==> src/rtl/core_pkg.sv <==
// Shared decode definitions for the core front end: RV32I opcodes, ALU
// operation encodings, immediate formats and small decode helpers.
package core_pkg;

  // RV32I major opcodes (instr[6:0])
  localparam logic [6:0] OP_LUI    = 7'b0110111;
  localparam logic [6:0] OP_AUIPC  = 7'b0010111;
  localparam logic [6:0] OP_JAL    = 7'b1101111;
  localparam logic [6:0] OP_JALR   = 7'b1100111;
  localparam logic [6:0] OP_BRANCH = 7'b1100011;
  localparam logic [6:0] OP_LOAD   = 7'b0000011;
  localparam logic [6:0] OP_STORE  = 7'b0100011;
  localparam logic [6:0] OP_IMM    = 7'b0010011;
  localparam logic [6:0] OP_REG    = 7'b0110011;

  // ALU operation encodings seen by EX
  localparam logic [3:0] ALU_ADD   = 4'd0;
  localparam logic [3:0] ALU_SUB   = 4'd1;
  localparam logic [3:0] ALU_SLL   = 4'd2;
  localparam logic [3:0] ALU_SLT   = 4'd3;
  localparam logic [3:0] ALU_SLTU  = 4'd4;
  localparam logic [3:0] ALU_XOR   = 4'd5;
  localparam logic [3:0] ALU_SRL   = 4'd6;
  localparam logic [3:0] ALU_SRA   = 4'd7;
  localparam logic [3:0] ALU_OR    = 4'd8;
  localparam logic [3:0] ALU_AND   = 4'd9;
  localparam logic [3:0] ALU_PASSB = 4'd10;

  typedef enum logic [2:0] {
    IMM_I    = 3'd0,
    IMM_S    = 3'd1,
    IMM_B    = 3'd2,
    IMM_U    = 3'd3,
    IMM_J    = 3'd4,
    IMM_NONE = 3'd5
  } imm_type_e;

  // Assemble the 32-bit sign-extended immediate for the given format.
  function automatic logic [31:0] build_imm(input logic [31:0] instr, input imm_type_e sel);
    logic [31:0] imm;
    case (sel)
      IMM_I:   imm = {{20{instr[31]}}, instr[31:20]};
      IMM_S:   imm = {{20{instr[31]}}, instr[31:25], instr[11:7]};
      IMM_B:   imm = {{19{instr[31]}}, instr[31], instr[7], instr[30:25], instr[11:8], 1'b0};
      IMM_U:   imm = {instr[31:12], 12'h000};
      IMM_J:   imm = {{11{instr[31]}}, instr[31], instr[19:12], instr[20], instr[30:21], 1'b0};
      default: imm = 32'h0000_0000;
    endcase
    return imm;
  endfunction

  // Map funct3 (plus instr[30]) to an ALU op. SUB only exists for register
  // operands; for immediates instr[30] is part of the immediate value.
  function automatic logic [3:0] alu_from_funct(input logic [2:0] funct3, input logic bit30,
                                                input logic is_reg);
    logic [3:0] op;
    case (funct3)
      3'd0:    op = (is_reg && bit30) ? ALU_SUB : ALU_ADD;
      3'd1:    op = ALU_SLL;
      3'd2:    op = ALU_SLT;
      3'd3:    op = ALU_SLTU;
      3'd4:    op = ALU_XOR;
      3'd5:    op = bit30 ? ALU_SRA : ALU_SRL;
      3'd6:    op = ALU_OR;
      3'd7:    op = ALU_AND;
      default: op = ALU_ADD;
    endcase
    return op;
  endfunction

endpackage

==> src/rtl/id_decoder.sv <==
// Purely combinational RV32I decoder: register usage, destination,
// immediate, ALU op and control flags for one instruction word.
module id_decoder
  import core_pkg::*;
#(
  parameter int DATA_W  = 32,
  parameter int ADDR_W  = 5,
  parameter int INSTR_W = 32
) (
  input  logic [INSTR_W-1:0] instr,
  output logic               rs1_used,
  output logic               rs2_used,
  output logic [ADDR_W-1:0]  rs1,
  output logic [ADDR_W-1:0]  rs2,
  output logic [ADDR_W-1:0]  rd,
  output logic [DATA_W-1:0]  imm,
  output logic [3:0]         alu_op,
  output logic               is_load,
  output logic               is_store,
  output logic               is_branch,
  output logic               is_jump,
  output logic               wb_en,
  output logic               illegal
);

  logic [6:0]  opcode_s;
  imm_type_e   imm_sel_s;
  logic        has_rd_s;
  logic [31:0] imm32_s;
  logic [31:0] word_s;

  assign word_s   = 32'(instr);
  assign opcode_s = word_s[6:0];

  // Classify the opcode into register usage, immediate format and control flags
  always_comb begin
    imm_sel_s = IMM_NONE;
    rs1_used  = 1'b0;
    rs2_used  = 1'b0;
    has_rd_s  = 1'b0;
    alu_op    = ALU_ADD;
    is_load   = 1'b0;
    is_store  = 1'b0;
    is_branch = 1'b0;
    is_jump   = 1'b0;
    illegal   = 1'b0;
    case (opcode_s)
      OP_LUI: begin
        imm_sel_s = IMM_U;
        has_rd_s  = 1'b1;
        alu_op    = ALU_PASSB;
      end
      OP_AUIPC: begin
        imm_sel_s = IMM_U;
        has_rd_s  = 1'b1;
      end
      OP_JAL: begin
        imm_sel_s = IMM_J;
        has_rd_s  = 1'b1;
        is_jump   = 1'b1;
      end
      OP_JALR: begin
        imm_sel_s = IMM_I;
        rs1_used  = 1'b1;
        has_rd_s  = 1'b1;
        is_jump   = 1'b1;
      end
      OP_BRANCH: begin
        imm_sel_s = IMM_B;
        rs1_used  = 1'b1;
        rs2_used  = 1'b1;
        alu_op    = ALU_SUB;
        is_branch = 1'b1;
      end
      OP_LOAD: begin
        imm_sel_s = IMM_I;
        rs1_used  = 1'b1;
        has_rd_s  = 1'b1;
        is_load   = 1'b1;
      end
      OP_STORE: begin
        imm_sel_s = IMM_S;
        rs1_used  = 1'b1;
        rs2_used  = 1'b1;
        is_store  = 1'b1;
      end
      OP_IMM: begin
        imm_sel_s = IMM_I;
        rs1_used  = 1'b1;
        has_rd_s  = 1'b1;
        alu_op    = alu_from_funct(word_s[14:12], word_s[30], 1'b0);
      end
      OP_REG: begin
        rs1_used  = 1'b1;
        rs2_used  = 1'b1;
        has_rd_s  = 1'b1;
        alu_op    = alu_from_funct(word_s[14:12], word_s[30], 1'b1);
      end
      default: begin
        illegal   = 1'b1;
      end
    endcase
  end

  assign imm32_s = build_imm(word_s, imm_sel_s);
  assign imm     = DATA_W'($signed(imm32_s));

  // Unused source fields read as x0 so they can never raise a false hazard.
  assign rs1   = rs1_used ? ADDR_W'(word_s[19:15]) : {ADDR_W{1'b0}};
  assign rs2   = rs2_used ? ADDR_W'(word_s[24:20]) : {ADDR_W{1'b0}};
  assign rd    = has_rd_s ? ADDR_W'(word_s[11:7])  : {ADDR_W{1'b0}};
  assign wb_en = has_rd_s & (rd != {ADDR_W{1'b0}});

endmodule

==> src/rtl/id_stage.sv <==
// Decode stage in front of the register file: drives read addresses
// combinationally, registers decoded control in step with the register
// file read data, and inserts one bubble on a load-use hazard.
module id_stage
  import core_pkg::*;
#(
  parameter int DATA_W  = 32,
  parameter int ADDR_W  = 5,
  parameter int INSTR_W = 32
) (
  input  logic               clk,
  input  logic               rst_n,
  input  logic               in_valid,
  input  logic [INSTR_W-1:0] in_instr,
  input  logic [DATA_W-1:0]  in_pc,
  output logic               in_ready,
  input  logic               flush,
  input  logic               ex_stall,
  output logic               rf_en,
  output logic               rf_stall,
  output logic [ADDR_W-1:0]  rf_addr1,
  output logic [ADDR_W-1:0]  rf_addr2,
  output logic               out_valid,
  output logic [DATA_W-1:0]  out_pc,
  output logic [ADDR_W-1:0]  out_rd,
  output logic [DATA_W-1:0]  out_imm,
  output logic [3:0]         out_alu_op,
  output logic               out_is_load,
  output logic               out_is_store,
  output logic               out_is_branch,
  output logic               out_is_jump,
  output logic               out_wb_en,
  output logic               out_illegal
);

  logic              dec_rs1_used_s;
  logic              dec_rs2_used_s;
  logic [ADDR_W-1:0] dec_rs1_s;
  logic [ADDR_W-1:0] dec_rs2_s;
  logic [ADDR_W-1:0] dec_rd_s;
  logic [DATA_W-1:0] dec_imm_s;
  logic [3:0]        dec_alu_op_s;
  logic              dec_is_load_s;
  logic              dec_is_store_s;
  logic              dec_is_branch_s;
  logic              dec_is_jump_s;
  logic              dec_wb_en_s;
  logic              dec_illegal_s;
  logic              hazard_s;
  logic              accept_s;

  id_decoder #(
    .DATA_W  (DATA_W),
    .ADDR_W  (ADDR_W),
    .INSTR_W (INSTR_W)
  ) u_decoder (
    .instr     (in_instr),
    .rs1_used  (dec_rs1_used_s),
    .rs2_used  (dec_rs2_used_s),
    .rs1       (dec_rs1_s),
    .rs2       (dec_rs2_s),
    .rd        (dec_rd_s),
    .imm       (dec_imm_s),
    .alu_op    (dec_alu_op_s),
    .is_load   (dec_is_load_s),
    .is_store  (dec_is_store_s),
    .is_branch (dec_is_branch_s),
    .is_jump   (dec_is_jump_s),
    .wb_en     (dec_wb_en_s),
    .illegal   (dec_illegal_s)
  );

  // The register file reads every cycle from whatever fetch presents.
  assign rf_addr1 = dec_rs1_s;
  assign rf_addr2 = dec_rs2_s;
  assign rf_en    = rst_n;
  assign rf_stall = ex_stall;

  // Load at the output whose destination feeds a used source of the incoming word
  always_comb begin
    hazard_s = 1'b0;
    if (out_valid && out_is_load && (out_rd != {ADDR_W{1'b0}})) begin
      hazard_s = ((out_rd == dec_rs1_s) && dec_rs1_used_s) ||
                 ((out_rd == dec_rs2_s) && dec_rs2_used_s);
    end else begin
      hazard_s = 1'b0;
    end
  end

  assign in_ready = rst_n & ~ex_stall & ~hazard_s;
  assign accept_s = in_valid & in_ready;

  // Output register: reset, then flush > stall > bubble > accept
  always_ff @(posedge clk) begin
    if (!rst_n) begin
      out_valid     <= 1'b0;
      out_pc        <= {DATA_W{1'b0}};
      out_rd        <= {ADDR_W{1'b0}};
      out_imm       <= {DATA_W{1'b0}};
      out_alu_op    <= 4'd0;
      out_is_load   <= 1'b0;
      out_is_store  <= 1'b0;
      out_is_branch <= 1'b0;
      out_is_jump   <= 1'b0;
      out_wb_en     <= 1'b0;
      out_illegal   <= 1'b0;
    end else if (flush) begin
      out_valid <= 1'b0;
    end else if (ex_stall) begin
      out_valid <= out_valid;
    end else if (hazard_s) begin
      out_valid <= 1'b0;
    end else begin
      out_valid <= accept_s;
      if (accept_s) begin
        out_pc        <= in_pc;
        out_rd        <= dec_rd_s;
        out_imm       <= dec_imm_s;
        out_alu_op    <= dec_alu_op_s;
        out_is_load   <= dec_is_load_s;
        out_is_store  <= dec_is_store_s;
        out_is_branch <= dec_is_branch_s;
        out_is_jump   <= dec_is_jump_s;
        out_wb_en     <= dec_wb_en_s;
        out_illegal   <= dec_illegal_s;
      end
    end
  end

endmodule
==> config.mk <==
export PLATFORM = sky130hd
export DESIGN_NAME = id_stage
export DESIGN_NICKNAME = d
export VERILOG_FILES = /design/src/rtl/core_pkg.sv /design/src/rtl/id_decoder.sv /design/src/rtl/id_stage.sv
export SDC_FILE = /design/constraint.sdc
export NUM_CORES = 1
export LEC_CHECK = 0
export BUFFER_PORTS_ARGS = -buffer_cell sky130_fd_sc_hd__buf_2
export CAP_MARGIN = 30
export CORE_MARGIN = 8
export CORE_UTILIZATION = 50
export CTS_BUF_LIST = sky130_fd_sc_hd__clkbuf_4
export CTS_CLUSTER_DIAMETER = 150
export DETAILED_ROUTE_END_ITERATION = 16
export PLACE_DENSITY = 0.89
export RECOVER_POWER = 25
export SETUP_SLACK_MARGIN = 0.3
export SLEW_MARGIN = 40
export SYNTH_ARGS = -nofsm -noshare
export SYNTH_HDL_FRONTEND = slang
export SYNTH_SLANG_ARGS = --single-unit
==> constraint.sdc <==
create_clock -name clk -period 3.65 [get_ports clk]
set_input_delay 1.095 -clock clk [delete_from_list [all_inputs] [get_ports clk]]
set_output_delay 1.095 -clock clk [all_outputs]
set_load 0.03 [all_outputs]
==> results of run 1 <==
==> layout make-up <==
type / instances / area [um2]
multi-input cells: 323 / 2190
clock buffers: 9 / 67.6
repair buffers: 168 / 846
inverters: 37 / 139
flip-flops and latches: 80 / 1600
fillers: 738 / 3040
well taps: 105 / 131
clock inverters: 7 / 76.3
==> power groups by stage <==
stage / Combinational (mW) / Sequential [mW] / Clock (mW)
finish: 0.216 / 0.896 / 0.558
global route: 0.234 / 0.899 / 0.614
CTS: 0.215 / 0.896 / 0.573
detailed placement: 0.213 / 0.915 / 0
global placement: 0.207 / 0.914 / 0
floorplan: 0.102 / 0.946 / 0
==> kinds of logic after synthesis <==
group,Yosys count,share of synthesized area
XOR/XNOR,10,0.0214
AO/OA/AOI/OAI,75,0.126
AND/OR/NAND/NOR,159,0.182
multiplexers,79,0.193
buffers and inverters,72,0.0879
flip-flops,80,0.390
==> worst min-delay path by stage <==
stage | endpoint | slack, ps | cells after the start
floorplan | out_imm[10] | 590 | 2
global placement | out_pc[27] | 440 | 2
detailed placement | out_illegal | 450 | 2
CTS | out_illegal | 470 | 2
global route | out_pc[2] | 490 | 2
finish | out_illegal | 470 | 2
==> synth_stat cells, drive strengths merged (10+ instances only) <==
master | number | area share
and2 | 15 | 0.023
dfxtp | 80 | 0.39
buf | 22 | 0.042
inv | 37 | 0.034
nand2 | 95 | 0.087
clkbuf | 13 | 0.012
nand3 | 10 | 0.012
mux2i | 79 | 0.19
nor2 | 11 | 0.010
a21oi | 33 | 0.040
==> sequential cells by signal, summed over array words and instances (netlist names) <==
| name | count |
|---|---|
| out_is_store | 1 |
| out_is_jump | 1 |
| out_rd | 5 |
| out_pc | 32 |
| out_alu_op | 4 |
| out_wb_en | 1 |
| out_is_load | 1 |
| out_illegal | 1 |
| out_is_branch | 1 |
| out_valid | 1 |
| out_imm | 32 |
==> repair_timing <==
action                                  in CTS  in global routing
gates cloned                                 0                  0
gates resized for setup                      5                 14
buffers inserted                             0                  1
pin swaps                                    1                  5
endpoints found under the setup margin       3                  4
==> routing by layer <==
layer | part of all wire | wire [um]
met2 | 0.50 | 6200
met3 | 0.061 | 755
met5 | 0 | 0
met1 | 0.41 | 5060
met4 | 0.025 | 312
==> worst register-to-register path: stages, from the launching register on <==
cell	delay, ps
dfxtp_1	560
xor2_1	130
nor4_2	360
a32oi_4	110
buf_4	220
o21bai_4	150
buf_4	480
mux2i_1	300
==> metrics by stage <==
stage	instance area [um2]	hold slack [ps]	instances
after global placement	4900	441	712
after global routing	5050	488	729
after CTS	5070	467	728
after floorplan	4140	586	475
final	5050	467	729
after detailed placement	4900	450	712
==> flow_summary.json, run 1 <==
{
  "finalCritPeriodShare": 0.900,
  "p_switching_mw": 0.488,
  "grtUsageMet3": 0.0558,
  "final_common_cell": "buf_2",
  "grt.busiest_layer": "met2",
  "syn_to_final_growth_pct": 23.2,
  "post-place-ws_ps": 200,
  "cts.clk_slew.worst_paths_ps": 120,
  "power_density_nw_per_um2": 331,
  "grt_first_pass_wirelength_mm": 19.3,
  "crit_path_frequent_cell": "nor2_4",
  "syn_avg_cell_area_um2": 8.63,
  "fmax_mhz": 304,
  "p_int_mw": 1.18,
  "cts-buffers-inserted": 9,
  "cp-startpoint": "in_instr[16]",
  "synth_nets": 544,
  "crit_required_ps": 2550,
  "rrSetupSlack_ps": 1260,
  "rsz0062_at_grt": "false",
  "fin_skew_ps": 19.4,
  "wl_per_cell_um": 16.9,
  "track_usage": 0.210,
  "remaining_drc_errors": 0,
  "total_power_mw": 1.67,
  "path_cells": "buf_2 -> xor2_1 -> nor4_2 -> a32oi_4 -> nor2_4 -> nor2_4 -> buf_6",
  "ios": 162,
  "timing.final.ws_setup_ps": 366,
  "crit_path_top_delay_cell": "nor4_2",
  "final_cell_mix": "buf_2, nand2_1, dfxtp_1",
  "netlist_instances": 475,
  "start_util": 0.507,
  "grt_pass1_vias": 3903,
  "ys_seq_elements": 80,
  "ir_drop_uv": 204,
  "slew_viol_final": 0,
  "antenna_found_initial": 0,
  "maxCapViolations": 0,
  "critPathMaxStageDelay_ps": 410,
  "utilization": 0.624,
  "status": "complete, no violations",
  "vias": 3849,
  "overflow": 0,
  "path_depth": 7,
  "cp.arrival_ps": 2190,
  "cts_tree": "done",
  "final_hold_viol_count": 0,
  "wirelength_mm": 12.3,
  "async_flop_share": 0,
  "tns_ps": 0,
  "r2r_start": "out_rd[0]",
  "die_y_um": 107,
  "viasPerCell": 5.28,
  "period_minus_slack_ps": 3280,
  "critPathTopFamily": "simple AND/OR/NAND/NOR gates",
  "hold_start": "out_illegal",
  "rows": 33,
  "worstSetupEndpointType": "output port",
  "comb_power_share": 0.129,
  "chipWidth_um": 107,
  "cts_root_buf": "clkbuf_4",
  "cts_buffer_depth": 2,
  "finalSetupViolations": 0,
  "gp_congestion": 0.871,
  "regToRegEndpoint": "out_pc[21]",
  "die_area_um2": 11400,
  "hpwlAfterDp_mm": 9.56,
  "endpoint": "in_ready",
  "grt_util_met2": 0.357,
  "ys_seq_area_frac": 0.390,
  "worstMarginPinSlew_ps": 789,
  "cts_sinks": 80,
  "synth_area_um2": 4100,
  "grtUsageMet1": 0.243,
  "swShare": 0.292,
  "antenna_cells": 0,
  "postCtsHoldBufs": 0,
  "pwr-share-seq": 0.537,
  "ys_types": 50,
  "drive_gt1_frac": 0.252,
  "critPathLaunchType": "input port",
  "synthFlopType": "dfxtp_1",
  "ff2ff_path_depth": 7,
  "initialDrtViolationCount": 244,
  "p_leak_nw": 2.70,
  "dr.pass1.iters": 4,
  "path_max_fanout": 3,
  "min_path_type": "flop to flop",
  "clkLatencyLatePin_ps": 440,
  "slew_headroom": 0.472,
  "path_buf_inv": 2,
  "ant_nets": 0,
  "ys.warnings.count": 0,
  "grt_start_max_net_pins": 45,
  "htree_levels": 3,
  "synth_edf_count": 0,
  "critPathKind": "input port to output port",
  "portBuffers": 161,
  "core_um2": 8090,
  "clkPwrFrac": 0.334,
  "nNetsFinal": 688
}
Note: power is estimated with default switching activity, not from simulation.
==> run 2, diff against run 1 <==
- BUFFER_PORTS_ARGS: -buffer_cell sky130_fd_sc_hd__buf_2 -> default
- CORE_UTILIZATION: 50 -> 60
- DONT_BUFFER_PORTS: default -> 1
- PLACE_DENSITY: 0.89 -> 0.83
==> run 2 against run 1 <==
Effect of this change: non-clock buffer count is 163 lower; sequential cell count did not move; sequential share of layout area is 6.0 points higher; register-to-register slack worse by 140 ps; clock skew fell by 8.3 ps; die area down 14%; first-iteration DRC count is 25% lower; combinational power fell by 60%; global-route usage grew 0.49 points; critical path depth down 3; critical path type is now flop to output port.
==> flow_summary.json, run 2 (same netlist as run 1, synthesis figures left out) <==
{
  "drive_gt1_frac": 0.0759,
  "fmax_mhz": 305,
  "crit_required_ps": 2550,
  "fillers": 571,
  "grt_pass1_vias": 3160,
  "slew_viol_final": 0,
  "final_common_cell": "nand2_1",
  "min_path_type": "flop to flop",
  "hpwlAfterDp_mm": 8.18,
  "worstSetupEndpointType": "output port",
  "finalCritPeriodShare": 0.897,
  "wl_per_cell_um": 19.8,
  "die_y_um": 98.7,
  "cts_root_buf": "clkbuf_4",
  "rsz0062_at_grt": "false",
  "path_buf_inv": 0,
  "worst_hold_path.endpoint": "out_pc[30]",
  "cts_tree": "done",
  "regToRegEndpoint": "out_imm[25]",
  "dpl_cell_area_um2": 4060,
  "status": "complete, no violations",
  "path_cells": "or4_4 -> o211ai_2 -> nor2_4 -> nor2_4",
  "viasPerCell": 6.04,
  "wirelength_mm": 10.7,
  "cts.clk_slew.worst_paths_ps": 130,
  "gp_congestion": 0.810,
  "portBuffers": 0,
  "reg_top3": "out_imm (32), out_pc (32), out_rd (5)",
  "ff2ff_path_depth": 7,
  "path_max_fanout": 5,
  "antenna_cells": 0,
  "clkLatencyLatePin_ps": 440,
  "rows": 30,
  "p_switching_mw": 0.422,
  "chipWidth_um": 98.7,
  "cts_buffer_depth": 2,
  "final_cell_mix": "nand2_1, dfxtp_1, mux2i_1",
  "tns_ps": 0,
  "final_hold_viol_count": 0,
  "p_leak_nw": 2.12,
  "clkPwrFrac": 0.404,
  "vias": 3266,
  "p_int_mw": 1.28,
  "fin_skew_ps": 11.1,
  "cts_sinks": 80,
  "overflow": 0,
  "crit_path_top_delay_cell": "or4_4",
  "crit_path_frequent_cell": "nor2_4",
  "remaining_drc_errors": 0,
  "ir_drop_uv": 188,
  "htree_levels": 3,
  "cts-buffers-inserted": 9,
  "critPathMaxStageDelay_ps": 630,
  "period_minus_slack_ps": 3270,
  "comb_power_share": 0.050,
  "pwr-share-seq": 0.546,
  "track_usage": 0.215,
  "worstMarginPinSlew_ps": 747,
  "nNetsFinal": 525,
  "rrSetupSlack_ps": 1120,
  "r2r_start": "out_rd[1]",
  "start_util": 0.610,
  "postCtsHoldBufs": 0,
  "die_area_um2": 9740,
  "hold_start": "out_pc[30]",
  "critPathTopFamily": "simple AND/OR/NAND/NOR gates",
  "cp.arrival_ps": 2180,
  "maxCapViolations": 0,
  "slew_headroom": 0.500,
  "initialDrtViolationCount": 183,
  "critPathKind": "flop to output port",
  "antenna_found_initial": 0,
  "grt_start_max_net_pins": 88,
  "dr.pass1.iters": 4,
  "ios": 162,
  "finalSetupViolations": 0,
  "swShare": 0.248,
  "fin_area_um2": 4250,
  "syn_to_final_growth_pct": 3.63,
  "ant_nets": 0,
  "grt_first_pass_wirelength_mm": 16.8,
  "power_density_nw_per_um2": 401,
  "critPathLaunchType": "flop",
  "core_um2": 6720,
  "hold_path_depth": 2
}
-- run 2: cell types whose count changed in the layout (fill, tap and decap cells not counted), sizes merged --
cell      before  now
clkinvlp       0    1
clkbuf        53    9
clkinv         3    0
bufinv         1    3
buf          124    5
-- run 2: final cells by class --
type                       instances  area (um2)  share of cell area
multi-input combinational        323        2170               0.510
clock inverter                     7         126              0.0297
inverter                          37         139              0.0327
clock buffer                       9        67.6              0.0159
tap                               80         100              0.0236
sequential                        80        1600               0.377
timing repair buffer               5        50.0              0.0118
-- run 2: routing by layer --
metal | part of all wire | routed length [um] | GRT usage | up-vias
met1 | 0.37 | 4010 | 0.224 | 1514
met3 | 0.11 | 1220 | 0.102 | 26
met4 | 0.034 | 363 | 0.107 | 0
li1 | - | - | - | 1578
met5 | 0 | 0 | 0 | -
met2 | 0.48 | 5140 | 0.356 | 148
-- run 2: repair_timing --
item	CTS	global route
gates resized for setup	0	1
endpoints found under the setup margin	0	1
setup buffers	0	0
-- run 2: metrics by stage --
stage,cells,hold WS (ps),util,total power [mW],worst slack (ps)
global route,541,648,0.633,1.77,289
global placement,525,594,0.604,1.03,458
finish,541,619,0.633,1.70,376
CTS,541,624,0.633,1.72,364
floorplan,475,586,-,1.05,276
detailed placement,525,607,0.604,1.04,441
-- run 2: power by group through the flow --
stage / clock network [mW] / registers, mW / logic (mW)
global placement: 0 / 0.950 / 0.0817
finish: 0.689 / 0.930 / 0.0859
floorplan: 0 / 0.946 / 0.102
global route: 0.744 / 0.933 / 0.0948
CTS: 0.708 / 0.931 / 0.0861
detailed placement: 0 / 0.950 / 0.0856
-- run 2: worst register-to-register path, cell delays in order (launching register included) --
cell and delay [ps]:
dfxtp_1 660, xor2_1 130, nor4_1 440, a32oi_2 170
buf_4 230, o21bai_4 180, buf_12 330, mux2i_1 330
-- run 2: worst max-delay path by stage --
stage / from / slack (ps) / depth (start not counted) / endpoint
2_1_floorplan: in_instr[0] / 280 / 7 / in_ready
3_3_place_gp: in_instr[3] / 460 / 3 / rf_addr1[1]
3_5_place_dp: in_instr[3] / 440 / 3 / rf_addr1[3]
4_1_cts: out_rd[1] / 360 / 4 / in_ready
5_1_grt: out_rd[1] / 290 / 4 / in_ready
6_report: out_rd[1] / 380 / 4 / in_ready
==> run 3, diff against run 2 <==
- CORE_ASPECT_RATIO: default -> 0.7
==> run 3 against run 2 <==
Effect of this change: final area is 0.35% lower; power down 5.8%; critical path depth did not move; clock skew increased by 7.5 ps; sequential cell count stayed put; non-clock buffer count stayed put; die area is 0.43% higher; critical endpoint unchanged.
==> flow_summary.json, run 3 (same netlist as run 1, synthesis figures left out) <==
{
  "status": "complete, no violations",
  "cts_root_buf": "clkbuf_4",
  "cts_sinks": 80,
  "final_common_cell": "nand2_1",
  "ant_nets": 0,
  "die_y_um": 85.2,
  "antenna_cells": 0,
  "cts_tree": "done",
  "slew_viol_final": 0,
  "core_um2": 6690,
  "viasPerCell": 5.93,
  "wirelength_mm": 11.4,
  "wl_per_cell_um": 20.5,
  "drive_gt1_frac": 0.0739,
  "layout.cells.non_filler": 554,
  "die_area_um2": 9780,
  "track_usage": 0.230,
  "final_hold_viol_count": 0,
  "worstMarginPinSlew_ps": 923,
  "p_leak_nw": 2.10,
  "rsz0062_at_grt": "false",
  "final_cell_mix": "nand2_1, dfxtp_1, mux2i_1",
  "fillers": 577,
  "cts-buffers-inserted": 9,
  "htree_levels": 3,
  "critPathLaunchType": "flop",
  "utilization": 0.633,
  "grt_pass1_vias": 3259,
  "clkLatencyLatePin_ps": 410,
  "fmax_mhz": 308,
  "cts.clk_slew.worst_paths_ps": 140,
  "worstSetupEndpointType": "output port",
  "chipWidth_um": 115,
  "ir_drop_uv": 283,
  "grt_start_max_net_pins": 88,
  "period_minus_slack_ps": 3250,
  "reg_top3": "out_imm (32), out_pc (32), out_rd (5)",
  "cts_buffer_depth": 2,
  "rows": 25,
  "critPathKind": "flop to output port",
  "dpl_cell_area_um2": 4070,
  "dr.pass1.iters": 4,
  "grt_first_pass_wirelength_mm": 17.8,
  "remaining_drc_errors": 0,
  "seqCellArea_um2": 1600,
  "syn_to_final_growth_pct": 3.26,
  "dp_cells": 539,
  "nNetsFinal": 525,
  "postCtsHoldBufs": 0,
  "start_util": 0.613,
  "slew_headroom": 0.379,
  "ios": 162,
  "gp_congestion": 0.839,
  "overflow": 0,
  "maxCapViolations": 0,
  "fin_area_um2": 4240,
  "fin_skew_ps": 18.6,
  "finalSetupViolations": 0,
  "post-cts-setup-buffers": 0,
  "tns_ps": 0,
  "finalCritPeriodShare": 0.890,
  "hpwlAfterDp_mm": 8.74,
  "ctsResizeCount": 0,
  "power_density_nw_per_um2": 379,
  "vias": 3287,
  "antenna_found_initial": 0,
  "cp.arrival_ps": 2150,
  "rrSetupSlack_ps": 1050,
  "crit_required_ps": 2550,
  "portBuffers": 0,
  "path_max_fanout": 5,
  "initialDrtViolationCount": 155,
  "multi_input_area_um2": 2170,
  "min_path_type": "flop to flop"
}
-- run 3: cell types whose count changed in the layout (fill, tap and decap cells not counted), sizes merged --
cell and delta:
clkinv +2, bufinv -1, inv -2
-- run 3: cell type report --
class	count	area share
tap	94	0.0278
timing repair buffer	5	0.0118
inverter	37	0.0328
clock buffer	9	0.0160
clock inverter	6	0.0222
multi-input combinational	323	0.511
sequential	80	0.378
-- run 3: metrics by stage --
step / power [mW] / setup WS, ps / hold WS, ps
2_1_floorplan: 1.05 / 276 / 586
3_3_place_gp: 1.03 / 488 / 594
3_5_place_dp: 1.04 / 473 / 606
4_1_cts: 1.62 / 371 / 623
5_1_grt: 1.67 / 324 / 645
6_report: 1.60 / 401 / 619
-- run 3: worst paths after layout --
check	cells after the start	to	start
max reg2reg	7	out_imm[26]	out_rd[1]
min reg2reg	2	out_pc[31]	out_pc[31]
min	2	out_pc[31]	out_pc[31]
max	4	in_ready	out_rd[1]
-- run 3: power by group --
| part | switching, mW | leakage [nW] | internal [mW] | total (mW) |
|---|---|---|---|---|
| Combinational | 0.0494 | 1.37 | 0.0377 | 0.0871 |
| Sequential | 0.0421 | 0.647 | 0.889 | 0.931 |
| Clock | 0.308 | 0.0826 | 0.279 | 0.587 |
-- run 3: critical path, stage by stage, from the launching register on --
cell,delay [ps]
dfxtp_1,520
or4_4,620
o211ai_2,290
nor2_4,80
nor2_4,220
-- run 3: layer usage --
metal  vias to the layer above  share of wire  GRT usage
li1                       1573              -          -
met1                      1562           0.41      0.278
met2                       137           0.44      0.353
met3                        15           0.14      0.113
met4                         0          0.012     0.0629
met5                         -              0          0
